==> config.mk <==
export PLATFORM = sky130hd
export DESIGN_NAME = fetch_unit_flat
export DESIGN_NICKNAME = d
export VERILOG_FILES = /design/src/rtl/fetch_unit_if.sv /design/src/rtl/fetch_unit.sv /design/src/flat_wrapper.sv
export SDC_FILE = /design/constraint.sdc
export NUM_CORES = 1
export LEC_CHECK = 0
export ABC_AREA = 0
export ABC_CLOCK_PERIOD_IN_PS = 4780
export BUFFER_PORTS_ARGS = -buffer_cell sky130_fd_sc_hd__clkbuf_2
export CAP_MARGIN = 20
export CORE_MARGIN = 2
export CORE_UTILIZATION = 51
export CTS_CLUSTER_DIAMETER = 30
export DETAILED_ROUTE_END_ITERATION = 8
export HOLD_SLACK_MARGIN = 0.02
export PLACE_DENSITY = 0.77
export SYNTH_ARGS = -nofsm -noshare
export SYNTH_HDL_FRONTEND = slang
export SYNTH_SLANG_ARGS = --single-unit
==> constraint.sdc <==
create_clock -name clk -period 4.78 [get_ports clk]
set_input_delay 0.956 -clock clk [delete_from_list [all_inputs] [get_ports clk]]
set_output_delay 0.956 -clock clk [all_outputs]
set_load 0.1 [all_outputs]
==> src/rtl/fetch_unit_if.sv <==
// Fetch-stage bus: the ROM address/data pair, the branch redirect request and
// the decode-facing valid/ready instruction channel, plus the sticky fault flag.
interface fetch_unit_if;
  logic [15:0] imem_addr;
  logic [15:0] imem_instr;
  logic        redirect_valid;
  logic [15:0] redirect_pc;
  logic        out_valid;
  logic        out_ready;
  logic [15:0] out_instr;
  logic [15:0] out_pc;
  logic        fault;

  modport master (
    output imem_addr, out_valid, out_instr, out_pc, fault,
    input  imem_instr, redirect_valid, redirect_pc, out_ready
  );

  modport slave (
    input  imem_addr, out_valid, out_instr, out_pc, fault,
    output imem_instr, redirect_valid, redirect_pc, out_ready
  );
endinterface

==> src/rtl/fetch_unit.sv <==
// Instruction fetch stage: owns the PC, reads a combinational ROM and buffers
// {pc, instr} pairs in a small FIFO toward decode, with redirect and fault stop.
module fetch_unit #(
  parameter logic [15:0] RESET_PC   = 16'h0000,
  parameter int          MEM_SIZE   = 1024,
  parameter int          FIFO_DEPTH = 2
) (
  input  logic         clk,
  input  logic         reset,
  fetch_unit_if.master bus
);

  localparam int               PTR_W     = $clog2(FIFO_DEPTH);
  localparam int               CNT_W     = PTR_W + 1;
  localparam logic [16:0]      MEM_LIMIT = 17'(MEM_SIZE);
  localparam logic [CNT_W-1:0] DEPTH_C   = CNT_W'(FIFO_DEPTH);

  typedef enum logic {
    S_RUN,
    S_FAULT
  } state_t;

  typedef struct packed {
    logic [15:0] pc;
    logic [15:0] instr;
  } entry_t;

  state_t           state;
  logic             fault_q;
  logic [15:0]      pc;
  logic [CNT_W-1:0] count;
  logic [PTR_W-1:0] rd_ptr;
  logic [PTR_W-1:0] wr_ptr;
  entry_t           fifo_mem [FIFO_DEPTH];

  logic [16:0] pc_end;
  logic [16:0] target_end;
  logic        pc_bad;
  logic        target_bad;
  logic        full;
  logic        pop;
  logic        push;

  // Last byte of the 4-byte fetch window, kept 17 bits wide so it never wraps.
  assign pc_end     = {1'b0, pc} + 17'd3;
  assign target_end = {1'b0, bus.redirect_pc} + 17'd3;
  assign pc_bad     = (pc[1:0] != 2'b00) || (pc_end >= MEM_LIMIT);
  assign target_bad = (bus.redirect_pc[1:0] != 2'b00) || (target_end >= MEM_LIMIT);

  assign full = (count == DEPTH_C);
  assign pop  = (count != '0) && bus.out_ready;
  assign push = (state == S_RUN) && !bus.redirect_valid && !pc_bad && (!full || pop);

  assign bus.imem_addr = pc;

  // NOTE: sequential state is updated with non-blocking assignments only, so
  // every register samples the pre-edge values of its neighbours.
  always_ff @(posedge clk) begin
    if (reset) begin
      state   <= S_RUN;
      fault_q <= 1'b0;
      pc      <= RESET_PC;
      count   <= '0;
      rd_ptr  <= '0;
      wr_ptr  <= '0;
    end else if (bus.redirect_valid) begin
      // Redirect flushes the buffer; a transfer in this cycle still completed.
      pc     <= bus.redirect_pc;
      count  <= '0;
      rd_ptr <= '0;
      wr_ptr <= '0;
      if (target_bad) begin
        state   <= S_FAULT;
        fault_q <= 1'b1;
      end else begin
        state   <= S_RUN;
        fault_q <= 1'b0;
      end
    end else begin
      if (push) begin
        pc     <= pc + 16'd4;
        wr_ptr <= wr_ptr + PTR_W'(1);
      end
      if (pop) begin
        rd_ptr <= rd_ptr + PTR_W'(1);
      end
      if (push && !pop) begin
        count <= count + CNT_W'(1);
      end else if (pop && !push) begin
        count <= count - CNT_W'(1);
      end

      case (state)
        S_RUN: begin
          if (pc_bad) begin
            state   <= S_FAULT;
            fault_q <= 1'b1;
          end
        end
        S_FAULT: begin
          state   <= S_FAULT;
          fault_q <= 1'b1;
        end
        default: begin
          state   <= S_FAULT;
          fault_q <= 1'b1;
        end
      endcase
    end
  end

  // NOTE: the buffer storage has no reset; count alone decides which entries
  // are live, so clearing the data would only cost flops and routing.
  always_ff @(posedge clk) begin
    if (push) begin
      fifo_mem[wr_ptr] <= '{pc: pc, instr: bus.imem_instr};
    end
  end

  assign bus.out_valid = (count != '0);
  assign bus.fault     = fault_q;

  // NOTE: every always_comb output gets a default first so no latch is inferred.
  always_comb begin
    bus.out_pc    = 16'h0000;
    bus.out_instr = 16'h0000;
    if (count != '0) begin
      bus.out_pc    = fifo_mem[rd_ptr].pc;
      bus.out_instr = fifo_mem[rd_ptr].instr;
    end
  end

endmodule

==> src/flat_wrapper.sv <==
// flat-port wrapper written by rule: the top's interface ports become plain ports
module fetch_unit_flat 
#(
  parameter logic [15:0] RESET_PC   = 16'h0000,
  parameter int          MEM_SIZE   = 1024,
  parameter int          FIFO_DEPTH = 2
)
  (clk, reset, bus_imem_addr, bus_out_valid, bus_out_instr, bus_out_pc, bus_fault, bus_imem_instr, bus_redirect_valid, bus_redirect_pc, bus_out_ready);
  fetch_unit_if bus_i ();
  input  logic clk;
  input  logic reset;
  output wire logic [$bits(bus_i.imem_addr)-1:0] bus_imem_addr;
  output wire logic [$bits(bus_i.out_valid)-1:0] bus_out_valid;
  output wire logic [$bits(bus_i.out_instr)-1:0] bus_out_instr;
  output wire logic [$bits(bus_i.out_pc)-1:0] bus_out_pc;
  output wire logic [$bits(bus_i.fault)-1:0] bus_fault;
  input wire logic [$bits(bus_i.imem_instr)-1:0] bus_imem_instr;
  input wire logic [$bits(bus_i.redirect_valid)-1:0] bus_redirect_valid;
  input wire logic [$bits(bus_i.redirect_pc)-1:0] bus_redirect_pc;
  input wire logic [$bits(bus_i.out_ready)-1:0] bus_out_ready;
  assign bus_imem_addr = bus_i.imem_addr;
  assign bus_out_valid = bus_i.out_valid;
  assign bus_out_instr = bus_i.out_instr;
  assign bus_out_pc = bus_i.out_pc;
  assign bus_fault = bus_i.fault;
  assign bus_i.imem_instr = bus_imem_instr;
  assign bus_i.redirect_valid = bus_redirect_valid;
  assign bus_i.redirect_pc = bus_redirect_pc;
  assign bus_i.out_ready = bus_out_ready;
  fetch_unit #(.RESET_PC(RESET_PC), .MEM_SIZE(MEM_SIZE), .FIFO_DEPTH(FIFO_DEPTH)) u_core (.clk(clk), .reset(reset), .bus(bus_i));
endmodule
# Yosys cells after proc, flatten, opt, wreduce, memory -nomap -nowiden
# Memories as Yosys holds them, arrays and structs flattened. A register that Yosys moved wholly into a read port is not among the register bits.
# Cells that the tools add are included.
word_totals:
  mem_count: 1
  ram_bits: 64
  register_bits: 22
  word_cells: 56
  in_bits: 36
  out_inout_bits: 50
classes:
  add_sub_neg: 7
  reduce_logical: 20
  magnitude_cmp: 2
  mux: 17
  n_bitwise: 1
  eq_ne: 2
mem_list:
  columns: ["name", "words", "word_bits", "read_ports", "rd_clocked_by_memory_dff", "write_ports", "line", "source"]
  rows:
  - ["u_core.fifo_mem", 2, 32, 1, 1, 1, "fetch_unit.sv:34", "entry_t fifo_mem [FIFO_DEPTH];"]
op_table:
  columns: ["op", "count"]
  rows:
  - ["2-to-1 mux 16 bit", 4]
  - ["adder 16 x 2 -> 17 bit (second input constant)", 2]
  - [">= comparator 17 x 11 -> 1 bit (second input constant)", 2]
  - ["adder 16 x 3 -> 16 bit (second input constant)", 1]
  - ["nonzero test 2 bit", 5]
  - ["2-to-1 mux 1 bit", 9]
  - ["logical AND 1 bit", 6]
  - ["zero test 1 bit", 5]
  - ["2-to-1 mux 2 bit", 2]
  - ["case mux 1 bit (2 select lines)", 2]
  - ["logical OR 1 bit", 3]
  - ["inequality test 3 x 2 -> 1 bit (second input constant)", 1]
  - ["adder 1 bit (second input constant)", 2]
  - ["adder 2 x 1 -> 2 bit (second input constant)", 1]
  - ["equality test 2 bit (second input constant)", 1]
  - ["OR reduction 2 bit", 1]
  - ["subtractor 2 x 1 -> 2 bit (second input constant)", 1]
  - ["inverter 1 bit", 1]

# Depth between registers and ports, before layout
logic_depth:
  ltp_word: 10
  depth_mapped: 9
  ltp_nobuf: 7

# Least setup slack after synthesis
# Ideal clock, no wire load.
synth_timing:
  path_type: "in2reg"
  start: "in bus_redirect_valid"
  end: "mem u_core.fifo_mem[0][0] (netlist bit), enable pin"
  t_arrival_ps: 3790
  required_ps: 4316
  setup_ps: 464
  slack_ps: 526
  cell_stages: 5
  path_buffers: 2
  path_cell_list: "buf_4 > nor4_4 > nand3_2 > buf_6 > nor3_1"
synth_between:
  elab_chain_len: 6
synth_rtl:
  columns: ["item", "line", "source"]
  rows:
  - ["start, declared", "flat_wrapper.sv:18", "input wire logic [$bits(bus_i.redirect_valid)-1:0] bus_redirect_valid;"]
  - ["zero test 1 bit", "fetch_unit.sv:52", "assign push = (state == S_RUN) && !bus.redirect_valid && !pc_bad && (!full || pop);"]
  - ["logical AND 1 bit (3 in series)", "fetch_unit.sv:52", null]
  - ["2-to-1 mux 1 bit", "fetch_unit.sv:115", "if (push) begin"]
  - ["2-to-1 mux 1 bit (implied by the code)", "fetch_unit.sv:116", "fifo_mem[wr_ptr] <= '{pc: pc, instr: bus.imem_instr};"]
  - ["end, declared", "fetch_unit.sv:34", null]
# No other way between the ends.

==> results.cfg <==
[synthesis]
synth_top_family_by_area = simple AND/OR/NAND/NOR gates
ys_warn_count = 0
synthMuxAreaShare_pct = 11.0
synth_edf_count = 64
synth-adder-area-share_pct = 0.708
synthDistinctLibCells = 41
synth_ff_type = edfxtp_1
synthesis.nets = 298
ys_seq_area_share_pct = 67.4
synthXorXnorAreaFrac_pct = 0.744
synthSimpleGateAreaFrac_pct = 12.9
avgSynthCellArea_um2 = 13.6
ys_async_sr_fraction_pct = 0
synthCells = 260
ys_ff_latch = 87
syn-cell-area_mm2 = 0.00353
synth-compound-area-share_pct = 4.71

[final_layout]
layout_common_cells = 85 x clkbuf_2, 64 x edfxtp_1, 50 x nor2_1, 39 x mux2i_1, 22 x dfxtp_1
n_antenna_cell = 0
n_fill_cell = 531
post-route-util_pct = 62.6
fin_area_mm2 = 0.00423
area.growth.synth_to_final_pct = 19.7
drive_gt1_share_pct = 32.2
final_common_cell = clkbuf_2
fin_nets = 384

[routing]
viasPerCell = 5.43
drtAntennaViolNets = 0
drt-wirelength-per-cell_um = 15.3
routed_wl_um = 6590
first_pass_iters = 4
via_count = 2339
drt_iter0_markers = 116
drc = 0

[placed_design]
place_ws_ps = 1980
place_hpwl_um = 4440
place_area_mm2 = 0.00402
portBuffers = 85
gp_congestion = 0.829

[worst_setup_path]
path_cells = mux2i_1 > nor2_1 > clkbuf_2
critPathArrivalTime_ps = 2160
crit_fanout = 32
critical_path_class = reg2out
crit_path_top_delay_cell = dfxtp_2
cp-start-kind = flop
cpPeakStageDelay_ps = 980
worstPathRequired_ps = 3820
worst_setup_path_end_kind = primary output

[die]
die_x_um = 87.2
die_y_um = 87.2
dieArea_mm2 = 0.00761
pin_count = 86
core_mm2 = 0.00676
initial_core_util_pct = 52.3
rows = 30

[cts]
cts_setup_buffers = 0
clockRootBuffer = clkbuf_8
cts_buffer_depth = 2
path_clk_slew_ps = 80
numClockSinks = 87
post_cts_resized = 0
clk_latency_ps = 350
cts_tree = yes
cts_hold_buf = 0
cts_max_level = 3
cts_buffers = 9

[power_and_ir_drop]
ir_worst_vdd_mv = 0.177
power.leakage_nw = 1.61
cellPowerDensity_mw_per_mm2 = 380

[job]
cap_violations = 0

[timing]
relSlewSlack_pct = 34.8
min_period_ps = 3110
finClkSkew_ps = 13.1
worstMarginPinSlew_ps = 979
finalCritPeriodShare_pct = 65.2
maxSlewViolCount = 0
fmax_ghz = 0.321
rsz0062_at_grt = false
fin_ws_ps = 1670
finalSetupViolations = 0
finalHoldViolCount = 0
tns_ps = 0

[grt]
antenna_found_initial = 0
grtUsageTotal_pct = 18.0
grt_pass1_wl_um = 10400
grt_pass1_vias = 2264
grt-ovfl-total = 0
grt_max_degree = 34

[worst_hold_path]
holdCritPathClass = reg2reg

[run_status]
status = completed
==> through the flow <==
stage	power, W	hold slack [ps]	cells
after global placement	0.00111	477	415
after floorplan	0.00106	472	260
final	0.00161	519	431
after detailed placement	0.00111	492	415
after global routing	0.00166	544	431
after CTS	0.00162	513	431
==> cells by family after synthesis <==
kind of cell	count (synthesis)
AND/OR/NAND/NOR	88
flip-flops	87
multiplexers	39
AO/OA/AOI/OAI	23
buffers and inverters	18
XOR/XNOR	3
adder cells (fa/ha/maj)	2
==> flip-flops by register name (all words and copies together), names as in the netlist, named ones only <==
register	flops
u_core.fifo_mem	64
u_core.wr_ptr	1
u_core.count	2
u_core.rd_ptr	1
u_core.bus.imem_addr	16
u_core.state	1
u_core.bus.fault	1
==> final timing paths <==
| check | startpoint | endpoint | slack [ps] | depth (start not counted) |
|---|---|---|---|---|
| setup reg to reg | u_core.bus.imem_addr[1] | u_core.fifo_mem[1][24] | 2790 | 4 |
| setup / recovery | flop | bus_out_pc[8] | 1670 | 3 |
| hold / removal | u_core.rd_ptr | u_core.rd_ptr | 520 | 2 |
| hold reg to reg | u_core.rd_ptr | u_core.rd_ptr | 520 | 2 |
==> critical path: cells and delay by family (launching register included) <==
family	cells	cell delay, ps
buf+inv	1	460
simple gates	1	130
flops	1	980
mux	1	230
==> where the power goes <==
part / internal, W / leakage (nW) / switching, W
sequential: 0.000831 / 0.776 / 0.0000234
clock: 0.000275 / 0.106 / 0.000240
combinational: 0.0000464 / 0.727 / 0.000192
total: 0.00115 / 1.61 / 0.000455
==> layout make-up <==
| class | instances | area [µm²] | share of cell area, % |
|---|---|---|---|
| clock buffer | 12 | 156 | 3.70 |
| clock inverter | 4 | 52.6 | 1.24 |
| inverter | 5 | 18.8 | 0.444 |
| multi-input combinational | 155 | 1070 | 25.3 |
| sequential | 87 | 2380 | 56.4 |
| tap | 80 | 100 | 2.37 |
| timing repair buffer | 88 | 448 | 10.6 |
==> per-layer routing <==
metal	vias up	part of all wire (%)	routed length, µm	GRT usage [%]
met5	-	0	0	0
met1	1103	45	2940	22.9
met4	0	1.4	95	7.69
met3	11	5.7	378	4.36
met2	86	48	3180	29.6
li1	1139	-	-	-
==> Yosys cell counts (all sizes together) (2+ instances only) <==
| cell type | number | area (µm²) |
|---|---|---|
| a211oi | 2 | 15.0 |
| a311oi | 3 | 26.3 |
| a31oi | 2 | 12.5 |
| and3 | 2 | 13.8 |
| and4 | 2 | 17.5 |
| buf | 7 | 46.3 |
| clkbuf | 6 | 23.8 |
| dfxtp | 23 | 460 |
| edfxtp | 64 | 1920 |
| ha | 2 | 25.0 |
| inv | 4 | 15.0 |
| mux2i | 39 | 390 |
| nand2 | 6 | 22.5 |
| nand3 | 7 | 40.0 |
| nand4 | 3 | 18.8 |
| nor2 | 51 | 191 |
| nor3 | 3 | 15.0 |
| nor3b | 4 | 35.0 |
| nor4 | 3 | 48.8 |
| o211ai | 2 | 15.0 |
| o21ai | 7 | 35.0 |
| or3 | 3 | 18.8 |
| or4 | 2 | 15.0 |
| xor2 | 3 | 26.3 |
(Power assumes the default switching activity.)
